File: config.mk
export PLATFORM = sky130hd
export DESIGN_NAME = axi2mem_rd_burst_sched
export DESIGN_NICKNAME = d
export VERILOG_FILES = /design/src/rtl/axi2mem_rd_burst_sched.sv
export SDC_FILE = /design/constraint.sdc
export NUM_CORES = 1
export LEC_CHECK = 0
export ABC_AREA = 0
export ABC_CLOCK_PERIOD_IN_PS = 2800
export CAP_MARGIN = 20
export CORE_MARGIN = 8
export CORE_UTILIZATION = 43
export CTS_BUF_LIST = sky130_fd_sc_hd__clkbuf_8
export DETAILED_ROUTE_END_ITERATION = 16
export GPL_TIMING_DRIVEN = 0
export HOLD_SLACK_MARGIN = 0.05
export MAX_ROUTING_LAYER = met4
export PLACE_DENSITY = 0.77
export RECOVER_POWER = 50
export SLEW_MARGIN = 20
export SYNTH_ARGS = -nofsm -noshare
export SYNTH_HDL_FRONTEND = slang
export SYNTH_SLANG_ARGS = --single-unit
File: constraint.sdc
create_clock -name clk_i -period 2.8 [get_ports clk_i]
set_input_delay 0.7 -clock clk_i [delete_from_list [all_inputs] [get_ports clk_i]]
set_output_delay 0.7 -clock clk_i [all_outputs]
set_load 0.05 [all_outputs]
File: src/rtl/axi2mem_rd_burst_sched.sv
// Read-burst command scheduler for the axi2mem TCDM read path: splits one AXI AR burst
// into per-beat word requests on two independently handshaked lanes (lane 0 low word, lane 1 high word).
//
// state | meaning
// IDLE  | waiting for an AR command; cmd_ready_o high except for one bubble after a burst or reset
// BURST | issuing the current beat on both lanes until each lane is granted
module axi2mem_rd_burst_sched #(
    parameter int ID_WIDTH   = 6,
    parameter int ADDR_WIDTH = 32,
    parameter int LEN_WIDTH  = 8
) (
    input  logic                    clk_i,
    input  logic                    rst_i,
    input  logic                    cmd_valid_i,
    output logic                    cmd_ready_o,
    input  logic [ID_WIDTH-1:0]     cmd_id_i,
    input  logic [ADDR_WIDTH-1:0]   cmd_addr_i,
    input  logic [LEN_WIDTH-1:0]    cmd_len_i,
    input  logic [1:0]              cmd_burst_i,
    output logic [1:0]              trans_rd_req_o,
    input  logic [1:0]              trans_rd_gnt_i,
    output logic [2*ADDR_WIDTH-1:0] trans_rd_add_o,
    output logic [2*ID_WIDTH-1:0]   trans_rd_id_o,
    output logic [1:0]              trans_rd_last_o,
    output logic                    busy_o,
    output logic                    wrap_err_o
);

    typedef enum logic {
        IDLE  = 1'b0,
        BURST = 1'b1
    } state_t;

    localparam logic [1:0] BURST_FIXED = 2'b00;
    localparam logic [1:0] BURST_INCR  = 2'b01;
    localparam logic [1:0] BURST_WRAP  = 2'b10;

    state_t                 state_q;
    state_t                 state_d;
    logic                   ready_q;
    logic [ID_WIDTH-1:0]    id_q;
    logic [1:0]             burst_q;
    logic [LEN_WIDTH-1:0]   beats_left_q;
    logic [ADDR_WIDTH-1:0]  beat_addr_q;
    logic [ADDR_WIDTH-1:0]  wrap_mask_q;
    logic [1:0]             done_q;
    logic                   wrap_err_q;

    logic                   cmd_accept;
    logic                   busy;
    logic [1:0]             lane_req;
    logic [1:0]             lane_granted;
    logic                   beat_done;
    logic                   last_beat;
    logic                   wrap_len_ok;
    logic                   wrap_illegal;
    logic [ADDR_WIDTH-1:0]  incr_addr;
    logic [ADDR_WIDTH-1:0]  next_addr;

    assign last_beat    = (beats_left_q == '0);
    assign lane_granted = lane_req & trans_rd_gnt_i;

    assign wrap_len_ok  = (cmd_len_i == LEN_WIDTH'(1)) || (cmd_len_i == LEN_WIDTH'(3)) ||
                          (cmd_len_i == LEN_WIDTH'(7)) || (cmd_len_i == LEN_WIDTH'(15));
    assign wrap_illegal = (cmd_burst_i == BURST_WRAP) && !wrap_len_ok;

    // Wrap keeps the bits above the mask and lets the incremented low bits roll over inside it.
    assign incr_addr = beat_addr_q + ADDR_WIDTH'(8);
    always_comb begin
        next_addr = incr_addr;
        case (burst_q)
            BURST_FIXED: next_addr = beat_addr_q;
            BURST_WRAP:  next_addr = (beat_addr_q & ~wrap_mask_q) | (incr_addr & wrap_mask_q);
            default:     next_addr = incr_addr;
        endcase
    end

    always_ff @(posedge clk_i) begin
        if (rst_i) begin
            state_q <= IDLE;
        end else begin
            state_q <= state_d;
        end
    end

    always_comb begin
        state_d    = state_q;
        cmd_accept = 1'b0;
        busy       = 1'b0;
        lane_req   = 2'b00;
        beat_done  = 1'b0;
        case (state_q)
            IDLE: begin
                cmd_accept = ready_q && cmd_valid_i;
                if (cmd_accept) begin
                    state_d = BURST;
                end
            end
            BURST: begin
                busy      = 1'b1;
                lane_req  = ~done_q;
                beat_done = &(done_q | (~done_q & trans_rd_gnt_i));
                if (beat_done && last_beat) begin
                    state_d = IDLE;
                end
            end
            default: state_d = IDLE;
        endcase
    end

    always_ff @(posedge clk_i) begin
        if (rst_i) begin
            ready_q      <= 1'b0;
            id_q         <= '0;
            burst_q      <= BURST_INCR;
            beats_left_q <= '0;
            beat_addr_q  <= '0;
            wrap_mask_q  <= '0;
            done_q       <= 2'b00;
            wrap_err_q   <= 1'b0;
        end else begin
            // Registered ready gives the one-cycle bubble after a burst and after reset.
            ready_q    <= (state_q == IDLE) && !cmd_accept;
            wrap_err_q <= cmd_accept && wrap_illegal;
            if (cmd_accept) begin
                id_q         <= cmd_id_i;
                burst_q      <= wrap_illegal ? BURST_INCR : cmd_burst_i;
                beats_left_q <= cmd_len_i;
                beat_addr_q  <= cmd_addr_i & ~ADDR_WIDTH'(7);
                wrap_mask_q  <= ADDR_WIDTH'({cmd_len_i, 3'b111});
                done_q       <= 2'b00;
            end else if (state_q == BURST) begin
                if (beat_done) begin
                    done_q <= 2'b00;
                    if (!last_beat) begin
                        beats_left_q <= beats_left_q - LEN_WIDTH'(1);
                        beat_addr_q  <= next_addr;
                    end
                end else begin
                    done_q <= done_q | lane_granted;
                end
            end
        end
    end

    assign cmd_ready_o     = ready_q;
    assign busy_o          = busy;
    assign wrap_err_o      = wrap_err_q;
    assign trans_rd_req_o  = lane_req;
    assign trans_rd_add_o  = busy ? {beat_addr_q + ADDR_WIDTH'(4), beat_addr_q} : '0;
    assign trans_rd_id_o   = busy ? {id_q, id_q} : '0;
    assign trans_rd_last_o = (busy && last_beat) ? 2'b11 : 2'b00;

endmodule

==> flow_summary_export.csv, run 1 <==
group,metric,value,unit
timing,slew_headroom,47.3,%
min_path,min_to,"id_q[5]$_SDFFE_PP0P_",
worst_setup_path,cpMostUsedCell,"buf_4",
clock_network,numCtsBuffers,9,
logic_synthesis,seq_area_frac_synth,28.0,%
route,ant_nets,0,
worst_setup_path,rr_worst_depth,8,
global_route,grt_pass1_wl,27300,um
cells_and_area,final_common_cell,"and2_1",
worst_setup_path,required,2.10,ns
power,vdd_drop_max,0.271,mV
logic_synthesis,syn_inst,575,
clock_network,cts.path.max_buffers,2,
timing,finalHoldViolations,0,
timing,worst_slack,-0.0535,ns
clock_network,cts_tree,"done",
logic_synthesis,synth-main-ff-cell,"dfxtp_1",
logic_synthesis,synth_area_per_cell,7.58,um2
logic_synthesis,yosysWarnings,0,
route,first_iter_violations,421,
place,pre_cts_ws,-1.33,ns
worst_setup_path,rrSetupSlack,0.32,ns
global_route,grt_pass1_vias,4847,
die,io_pins,136,
cells_and_area,diodes,0,
clock_network,cts-root-buf,"clkbuf_8",
power,total_leakage_power,2.58,nW
die,die_y,117,um
global_route,antenna_found_initial,0,
clock_network,cts_num_sinks,61,
worst_setup_path,critPathBufInv,2,
timing,fmax,0.350,GHz
cells_and_area,mostFrequentLayoutCells,"60 x and2_1, 58 x buf_4, 55 x nand2_1",
timing,setup_viol,4,
place,place.port_buffers,131,
place,gp_congestion,0.957,
min_path,worstHoldPathCells,2,
timing,finalCritPeriodShare,102,%
timing,rsz0062_at_grt,"yes",
place,hpwl,13100,um
logic_synthesis,synth_top_cell_by_area,"dfxtp_1",
timing,tightest_slew,0.790,ns
cells_and_area,fin_nets,806,
route,wire_per_inst,20.8,um
logic_synthesis,synthTopCellsByArea,"dfxtp_1 28%, and2_1 9.2%, a21oi_1 4.9%, nand2_1 4.9%, xnor2_1 4.8%",
run,max-cap-violations,0,
logic_synthesis,synth_cell_types,59,
worst_setup_path,worstSetupEndpointType,"output pin",
worst_setup_path,cp_slowest_cell,"or3_1",
logic_synthesis,yosys.area.top_type_share,28.0,%
status,violations,"negative setup slack",
worst_setup_path,worstSetupPathType,"reg -> out",
clock_network,clk_latency,0.35,ns
logic_synthesis,ys_seq_elements,61,
cells_and_area,area_growth,47.8,%
global_route,grt_max_degree,12,
min_path,hold_path_class,"reg -> reg",
logic_synthesis,async_flop_share,0,%
logic_synthesis,netlist_area,0.00436,mm2
worst_setup_path,r2r-start,"beats_left_q[2]$_SDFFE_PP0P_",
place,dp_cells,839,
cells_and_area,instances_no_fill,887,
worst_setup_path,r2r_end,"beat_addr_q[15]$_SDFFE_PP0P_",
timing,final_max_slew_viol_count,0,
route,viasPerCell,5.76,
power,p_per_area,393,mW/mm2
worst_setup_path,critPathArrivalTime,2.15,ns
die,core,0.00982,mm2
logic_synthesis,synth_edf_count,0,
route,post-route-drc-count,0,
worst_setup_path,cp_cell_sequence,"ha_4 > nand3_4 > buf_4 > or3_1 > o311a_1 > buf_4",
route,wl,18500,um
route,drt-pass1-iter-count,5,
timing,finalCriticalPeriod,2.85,ns
global_route,grt_overflow_total,0,
clock_network,cts-htree-levels,3,
min_path,hp-start,"id_q[5]$_SDFFE_PP0P_",
die,die_area,0.0136,mm2
logic_synthesis,synth_nets,632,
worst_setup_path,crit_family,"simple AND/OR/NAND/NOR gates",
die,start_util,44.4,%
global_route,track_usage,27.1,%
route,vias,5113,
timing,clock_skew,0.0140,ns
status,status,"finished with violations",
die,die_w,117,um
worst_setup_path,crit_fanout,4,
clock_network,path_clk_slew,0.08,ns
worst_setup_path,start_kind,"flip-flop",
cells_and_area,drive_above_1_share,26.5,%
worst_setup_path,slowest_delay,0.43,ns
die,row_count,36,
## flip-flops by register name (all words and copies together), names as in the netlist, named ones only
register and count:
beat_addr_q 29, beats_left_q 8, burst_q 2, cmd_ready_o 1, done_q 2, id_q 6, state_q 1, wrap_err_o 1
wrap_mask_q 8
## layer usage
layer,vias to the layer above,GRT usage [%],part of all wire [%]
met4,0,9.98,2.4
met5,-,-,0
li1,2396,-,-
met3,35,5.48,8.9
met2,266,43.5,48
met1,2416,33.1,41
## power by group
group	switching [mW]	internal, mW
combinational	0.391	0.266
sequential	0.0606	0.920
clock	0.394	0.498
total	0.845	1.68
## kinds of logic (layout without fill, tap and decap cells)
kind of cell,Yosys count,in the layout,share of synthesized area (%)
muxes,1,1,0.258
xor gates and xnor gates,35,35,7.03
buffers and inverters,75,254,8.44
AOI/OAI and AO/OA,131,131,21.1
DFF,61,61,28.0
adders and majority gates,4,4,1.15
and+or+nand+nor,268,268,34.0
## synth_stat cells, types with 4 or more instances
master / count
a211oi_1: 5
a21oi_1: 43
a221oi_1: 8
a221oi_2: 4
a311oi_1: 6
a32oi_1: 4
and2_1: 64
and4_1: 4
buf_2: 8
buf_4: 14
clkbuf_1: 32
dfxtp_1: 61
ha_1: 4
inv_1: 16
nand2_1: 57
nand3_1: 19
nand4_1: 15
nor2_1: 34
nor2b_1: 7
nor3_1: 21
nor4_1: 11
o211ai_1: 7
o21a_1: 5
o21ai_0: 16
o31a_1: 5
o32ai_1: 9
or3_1: 7
or4_1: 6
xnor2_1: 24
xor2_1: 11
## per-stage QoR
stage	total power, mW	setup TNS, ns	util [%]	hold slack [ns]	cell area (um2)
5_1_grt	2.62	-1.80	65.6	0.473	6440
3_5_place_dp	1.60	-30.11	59.8	0.440	5870
6_report	2.53	-0.128	65.6	0.458	6440
4_1_cts	2.50	-0.227	64.8	0.456	6360
3_3_place_gp	1.59	-27.76	59.8	0.437	5870
2_1_floorplan	1.36	-0.0875	-	0.421	4390
## worst min-delay path, delay by kind of cell, from the launching register on
family | cells | cell delay, ns
and+or+nand+nor | 1 | 0.05
AOI/OAI and AO/OA | 1 | 0.05
DFF | 1 | 0.31
## worst max path at each step
stage / start / end / depth (start not counted)
floorplan: flip-flop / trans_rd_add_o[58] / 6
finish: beat_addr_q[3]$_SDFFE_PP0P_ / trans_rd_add_o[49] / 6
CTS: beat_addr_q[14]$_SDFFE_PP0P_ / trans_rd_add_o[58] / 7
global route: beat_addr_q[9]$_SDFFE_PP0P_ / trans_rd_add_o[57] / 7
global placement: flip-flop / trans_rd_add_o[58] / 7
detailed placement: flip-flop / trans_rd_add_o[58] / 7
## cell type report
type	instances	area, um2
fill	893	3380
multi-input combinational	439	2970
clock inverter	7	90.1
timing repair buffer	170	1420
clock buffer	9	124
inverter	16	60.1
buffer	52	349
tap	133	166
sequential	61	1260
## what timing repair did
action                                  4_1_cts  5_1_grt
hold buffers                                  0        0
resized for setup                           265       94
pin swaps                                    10       13
endpoints found under the setup margin       80       67
buffers inserted                             23       16
Note: power is estimated with default switching activity, not from simulation.
==> run 2, diff against run 1 <==
--- a/config.mk
+++ b/config.mk
@@ -9,15 +9,16 @@
 export ABC_CLOCK_PERIOD_IN_PS = 2800
 export CAP_MARGIN = 20
 export CORE_MARGIN = 8
-export CORE_UTILIZATION = 43
+export CORE_UTILIZATION = 40
 export CTS_BUF_LIST = sky130_fd_sc_hd__clkbuf_8
 export DETAILED_ROUTE_END_ITERATION = 16
 export GPL_TIMING_DRIVEN = 0
 export HOLD_SLACK_MARGIN = 0.05
 export MAX_ROUTING_LAYER = met4
-export PLACE_DENSITY = 0.77
+export PLACE_DENSITY = 0.72
 export RECOVER_POWER = 50
 export SLEW_MARGIN = 20
 export SYNTH_ARGS = -nofsm -noshare
 export SYNTH_HDL_FRONTEND = slang
 export SYNTH_SLANG_ARGS = --single-unit
+export TNS_END_PERCENT = 10
==> flow_summary_export.csv, run 2 (synthesized netlist as in run 1, its figures left out) <==
group,metric,value,unit
route,wire_per_inst,19.9,um
die,row_count,38,
timing,slew_headroom,47.3,%
timing,finalCriticalPeriod,2.87,ns
power,p_sw,0.822,mW
global_route,track_usage,24.6,%
worst_setup_path,cp_cell_sequence,"buf_6 > nand4_4 > or4_4 > nor4_4 > xnor2_1 > and2_1 > buf_6",
timing,tightest_slew,0.784,ns
worst_setup_path,worst-path-stages,7,
cells_and_area,top_register,"beat_addr_q",
cells_and_area,mostFrequentLayoutCells,"62 x and2_1, 56 x nand2_1, 53 x buf_4",
place,placed_area,0.00585,mm2
global_route,grt_pass1_vias,5045,
status,violations,"negative setup slack",
clock_network,cts.path.max_buffers,2,
worst_setup_path,critPathBufInv,2,
route,ant_nets,0,
die,die_area,0.0145,mm2
cells_and_area,final_common_cell,"and2_1",
place,hpwl,12700,um
clock_network,clk_latency,0.36,ns
cells_and_area,final_area,0.00657,mm2
cells_and_area,final_util,61.1,%
global_route,grt_max_degree,11,
timing,worst_slack,-0.0672,ns
worst_setup_path,cpMostUsedCell,"buf_6",
status,status,"finished with violations",
power,pwr-share-comb,25.7,%
die,start_util,40.6,%
clock_network,numCtsBuffers,9,
worst_setup_path,start_kind,"flip-flop",
die,io_pins,136,
route,wl,17800,um
worst_setup_path,r2r-start,"beats_left_q[1]$_SDFFE_PP0P_",
worst_setup_path,slowest_delay,0.58,ns
worst_setup_path,r2r_end,"beat_addr_q[16]$_SDFFE_PP0P_",
min_path,worstHoldPathCells,2,
timing,finalHoldViolations,0,
clock_network,cts-root-buf,"clkbuf_8",
die,die_y,120,um
worst_setup_path,rr_worst_depth,10,
global_route,grt_overflow_total,0,
timing,finalCritPeriodShare,102,%
worst_setup_path,crit_family,"simple AND/OR/NAND/NOR gates",
clock_network,cts_num_sinks,61,
cells_and_area,reg_top3,"beat_addr_q (29), beats_left_q (8), wrap_mask_q (8)",
run,max-cap-violations,0,
timing,rsz0062_at_grt,"yes",
clock_network,cts_tree,"done",
route,viasPerCell,5.66,
clock_network,cts-htree-levels,3,
power,p_per_area,389,mW/mm2
cells_and_area,diodes,0,
die,core,0.0107,mm2
power,total_leakage_power,2.58,nW
worst_setup_path,worstSetupPathType,"reg -> out",
global_route,antenna_found_initial,0,
timing,clock_skew,0.00834,ns
clock_network,path_clk_slew,0.07,ns
cells_and_area,largest_reg_flops,29,
worst_setup_path,worstSetupEndpointType,"output pin",
route,vias,5046,
worst_setup_path,cp_slowest_cell,"or4_4",
power,p_seq_share,38.2,%
worst_setup_path,rrSetupSlack,0.17,ns
power,finalPower,2.56,mW
worst_setup_path,critPathArrivalTime,2.17,ns
power,power.internal,1.74,mW
power,p_sw_share,32.1,%
timing,setup_viol,2,
cells_and_area,area_growth,50.7,%
global_route,grt_pass1_wl,27700,um
place,pre_cts_ws,-1.24,ns
route,drt-pass1-iter-count,5,
worst_setup_path,critPathLaunch,"beat_addr_q[9]$_SDFFE_PP0P_",
worst_setup_path,endpoint,"trans_rd_add_o[57]",
route,post-route-drc-count,0,
route,first_iter_violations,407,
power,vdd_drop_max,0.248,mV
cells_and_area,drive_above_1_share,26.9,%
place,gp_congestion,0.925,
power,power.share.clock,36.1,%
timing,fmax,0.349,GHz
min_path,hold_path_class,"reg -> reg",
timing,fin_setup_tns,-0.120,ns
worst_setup_path,required,2.10,ns
cells_and_area,fin_nets,804,
place,place.port_buffers,131,
worst_setup_path,crit_fanout,4,
die,die_w,120,um
timing,final_max_slew_viol_count,0,
[run 2: cell types whose count changed in the layout (fill, tap and decap cells not counted), moves of 2 or more]
cell / change
buf_6: +2
clkdlybuf4s15_2: +26
dlygate4sd2_1: -2
buf_2: +2
nor2_2: +2
clkdlybuf4s15_1: -3
and2_1: +2
clkbuf_8: +3
buf_4: -5
clkbuf_2: -20
nor2_4: -2
[run 2: what timing repair did]
item                                    CTS  global route
hold buffers                              0             0
pin swaps                                18             2
gates cloned                              0             0
endpoints found under the setup margin   80            40
setup buffers                            32             3
gates resized for setup                 314            49
[run 2: metrics by stage]
step | hold WS, ns | instances
CTS | 0.458 | 889
floorplan | 0.421 | 575
finish | 0.457 | 892
detailed placement | 0.439 | 846
global placement | 0.441 | 846
global route | 0.481 | 892
[run 2: area by class of cell]
class / instances / area (um2)
Tap cell: 140 / 175
Timing Repair Buffer: 166 / 1550
Multi-Input combinational cell: 439 / 2960
Clock inverter: 5 / 73.8
Inverter: 16 / 60.1
Buffer: 54 / 348
Clock buffer: 11 / 151
Sequential cell: 61 / 1250
Fill cell: 1015 / 4180
[run 2: power groups by stage]
stage | clock network, mW | logic, mW | registers [mW]
2_1_floorplan | 0 | 0.377 | 0.979
3_3_place_gp | 0 | 0.601 | 0.980
3_5_place_dp | 0 | 0.608 | 0.982
4_1_cts | 0.925 | 0.647 | 0.975
5_1_grt | 0.969 | 0.702 | 0.984
6_report | 0.923 | 0.657 | 0.977
[run 2: per-layer routing]
layer | global-route usage, % | vias to the layer above | share of wire [%]
li1 | - | 2405 | -
met2 | 41.1 | 212 | 49
met5 | - | - | 0
met1 | 28.5 | 2381 | 41
met3 | 4.48 | 48 | 7.2
met4 | 10.7 | 0 | 2.7
[run 2: worst min-delay path by stage]
stage | start | end | slack (ns)
after floorplan | flip-flop | flip-flop | 0.42
after global placement | id_q[2]$_SDFFE_PP0P_ | id_q[2]$_SDFFE_PP0P_ | 0.44
after detailed placement | flip-flop | flip-flop | 0.44
after CTS | id_q[3]$_SDFFE_PP0P_ | id_q[3]$_SDFFE_PP0P_ | 0.46
after global routing | flip-flop | flip-flop | 0.48
final | id_q[2]$_SDFFE_PP0P_ | id_q[2]$_SDFFE_PP0P_ | 0.46
[run 2: worst reg2reg max path, delay by kind of cell (launching register included)]
family                     cells  cell delay (ns)
buffers and inverters          4             0.80
adders and majority gates      1             0.15
and+or+nand+nor                3             0.77
DFF                            1             0.32
AOI/OAI and AO/OA              2             0.44
==> run 3, diff against run 2 <==
--- a/config.mk
+++ b/config.mk
@@ -8,7 +8,6 @@
 export ABC_AREA = 0
 export ABC_CLOCK_PERIOD_IN_PS = 2800
 export CAP_MARGIN = 20
-export CORE_MARGIN = 8
 export CORE_UTILIZATION = 40
 export CTS_BUF_LIST = sky130_fd_sc_hd__clkbuf_8
 export DETAILED_ROUTE_END_ITERATION = 16
==> flow_summary_export.csv, run 3 (synthesized netlist as in run 1, its figures left out) <==
group,metric,value,unit
clock_network,cts_tree,"done",
worst_setup_path,rrSetupSlack,0.32,ns
route,wire_per_inst,19.3,um
die,core,0.0105,mm2
place,hpwl,11700,um
timing,finalCritPeriodShare,104,%
clock_network,clk_latency,0.36,ns
global_route,track_usage,30.9,%
clock_network,cts.path.max_buffers,2,
timing,final_max_slew_viol_count,0,
clock_network,cts-root-buf,"clkbuf_8",
cells_and_area,final_common_cell,"buf_4",
die,row_count,37,
clock_network,hold_buffers,0,
die,die_y,106,um
die,die_w,106,um
cells_and_area,fill_cells,943,
global_route,grt_overflow_total,0,
worst_setup_path,rr_worst_depth,8,
cells_and_area,drive_above_1_share,27.9,%
status,violations,"negative setup slack",
clock_network,cts-htree-levels,3,
worst_setup_path,required,2.10,ns
clock_network,numCtsBuffers,9,
route,ant_nets,0,
worst_setup_path,critPathArrivalTime,2.21,ns
cells_and_area,final_util,63.5,%
min_path,worstHoldPathCells,2,
min_path,hold_path_class,"reg -> reg",
die,start_util,41.7,%
route,viasPerCell,5.83,
place,place.port_buffers,131,
timing,rsz0062_at_grt,"yes",
global_route,antenna_found_initial,0,
cells_and_area,mostFrequentLayoutCells,"61 x buf_4, 59 x and2_1, 56 x nand2_1",
cells_and_area,reg_top3,"beat_addr_q (29), beats_left_q (8), wrap_mask_q (8)",
cells_and_area,largest_reg_flops,29,
worst_setup_path,worstSetupPathType,"reg -> out",
worst_setup_path,crit_fanout,4,
status,status,"finished with violations",
route,drt-pass1-iter-count,7,
global_route,grt_pass1_wl,26500,um
cells_and_area,fin_nets,811,
timing,slew_headroom,42.3,%
timing,fmax,0.343,GHz
timing,setup_viol,8,
timing,finalCriticalPeriod,2.91,ns
power,p_per_area,385,mW/mm2
worst_setup_path,start_kind,"flip-flop",
cells_and_area,instances_no_fill,895,
power,finalPower,2.56,mW
power,vdd_drop_max,0.240,mV
timing,finalHoldViolations,0,
clock_network,cts_num_sinks,61,
timing,worst_slack,-0.115,ns
route,post-route-drc-count,0,
cells_and_area,top_register,"beat_addr_q",
global_route,grt_max_degree,13,
timing,tightest_slew,0.859,ns
power,total_leakage_power,2.61,nW
worst_setup_path,worstSetupEndpointType,"output pin",
clock_network,path_clk_slew,0.09,ns
cells_and_area,diodes,0,
place,dp_cells,842,
die,die_area,0.0113,mm2
cells_and_area,area_growth,52.5,%
die,io_pins,136,
route,wl,17300,um
route,first_iter_violations,330,
run,max-cap-violations,0,
place,gp_congestion,0.897,
route,vias,5218,
global_route,grt_pass1_vias,5100,
timing,clock_skew,0.0131,ns
## run 3: layout make-up
cell class | count | area [um2] | share of cell area, %
repair buffers | 173 | 1620 | 24.4
well taps | 136 | 170 | 2.56
plain buffers | 54 | 340 | 5.12
clock inverters | 7 | 98.8 | 1.49
multi-input cells | 439 | 2980 | 44.8
inverters | 16 | 60.1 | 0.904
flip-flops and latches | 61 | 1250 | 18.8
clock buffers | 9 | 124 | 1.86
## run 3: final timing paths
check	startpoint	to
max reg2reg	beats_left_q[2]$_SDFFE_PP0P_	beat_addr_q[18]$_SDFFE_PP0P_
min	id_q[2]$_SDFFE_PP0P_	id_q[2]$_SDFFE_PP0P_
min reg2reg	id_q[2]$_SDFFE_PP0P_	id_q[2]$_SDFFE_PP0P_
max	beat_addr_q[3]$_SDFFE_PP0P_	trans_rd_add_o[61]
## run 3: stage by stage
| stage | TNS, ns | hold slack (ns) | setup slack, ns | cell area [um2] |
|---|---|---|---|---|
| finish | -0.485 | 0.453 | -0.115 | 6650 |
| global route | -2.60 | 0.471 | -0.194 | 6650 |
| CTS | -0.405 | 0.457 | -0.162 | 6430 |
| detailed placement | -31.71 | 0.436 | -1.20 | 5850 |
| global placement | -30.85 | 0.435 | -1.26 | 5850 |
| floorplan | -0.802 | 0.421 | -0.218 | 4370 |
## run 3: where the power goes
group / switching, mW / total, mW / internal [mW]
clock: 0.407 / 0.912 / 0.506
combinational: 0.391 / 0.668 / 0.277
sequential: 0.0593 / 0.979 / 0.919
## run 3: critical path, stage by stage, from the launching register on
cell and delay [ns]:
dfxtp_4 0.40, ha_4 0.17, nand4_1 0.25, nor3_4 0.29, buf_6 0.12, buf_6 0.09
nand3_2 0.05, xnor2_1 0.14, and2_1 0.17, buf_6 0.16
## run 3: repair_timing
action / 4_1_cts / 5_1_grt
setup endpoints to repair: 80 / 50
gates cloned: 0 / 0
pin swaps: 14 / 15
setup buffers: 22 / 20
hold endpoints to repair: 0 / 0
gates resized for setup: 330 / 52
## run 3: metal layers
layer,global-route usage [%],vias to the layer above,wire [um]
met5,-,-,0
met4,14.2,0,678
met3,4.60,65,1480
met2,49.3,300,8090
met1,38.3,2431,7060
li1,-,2422,-
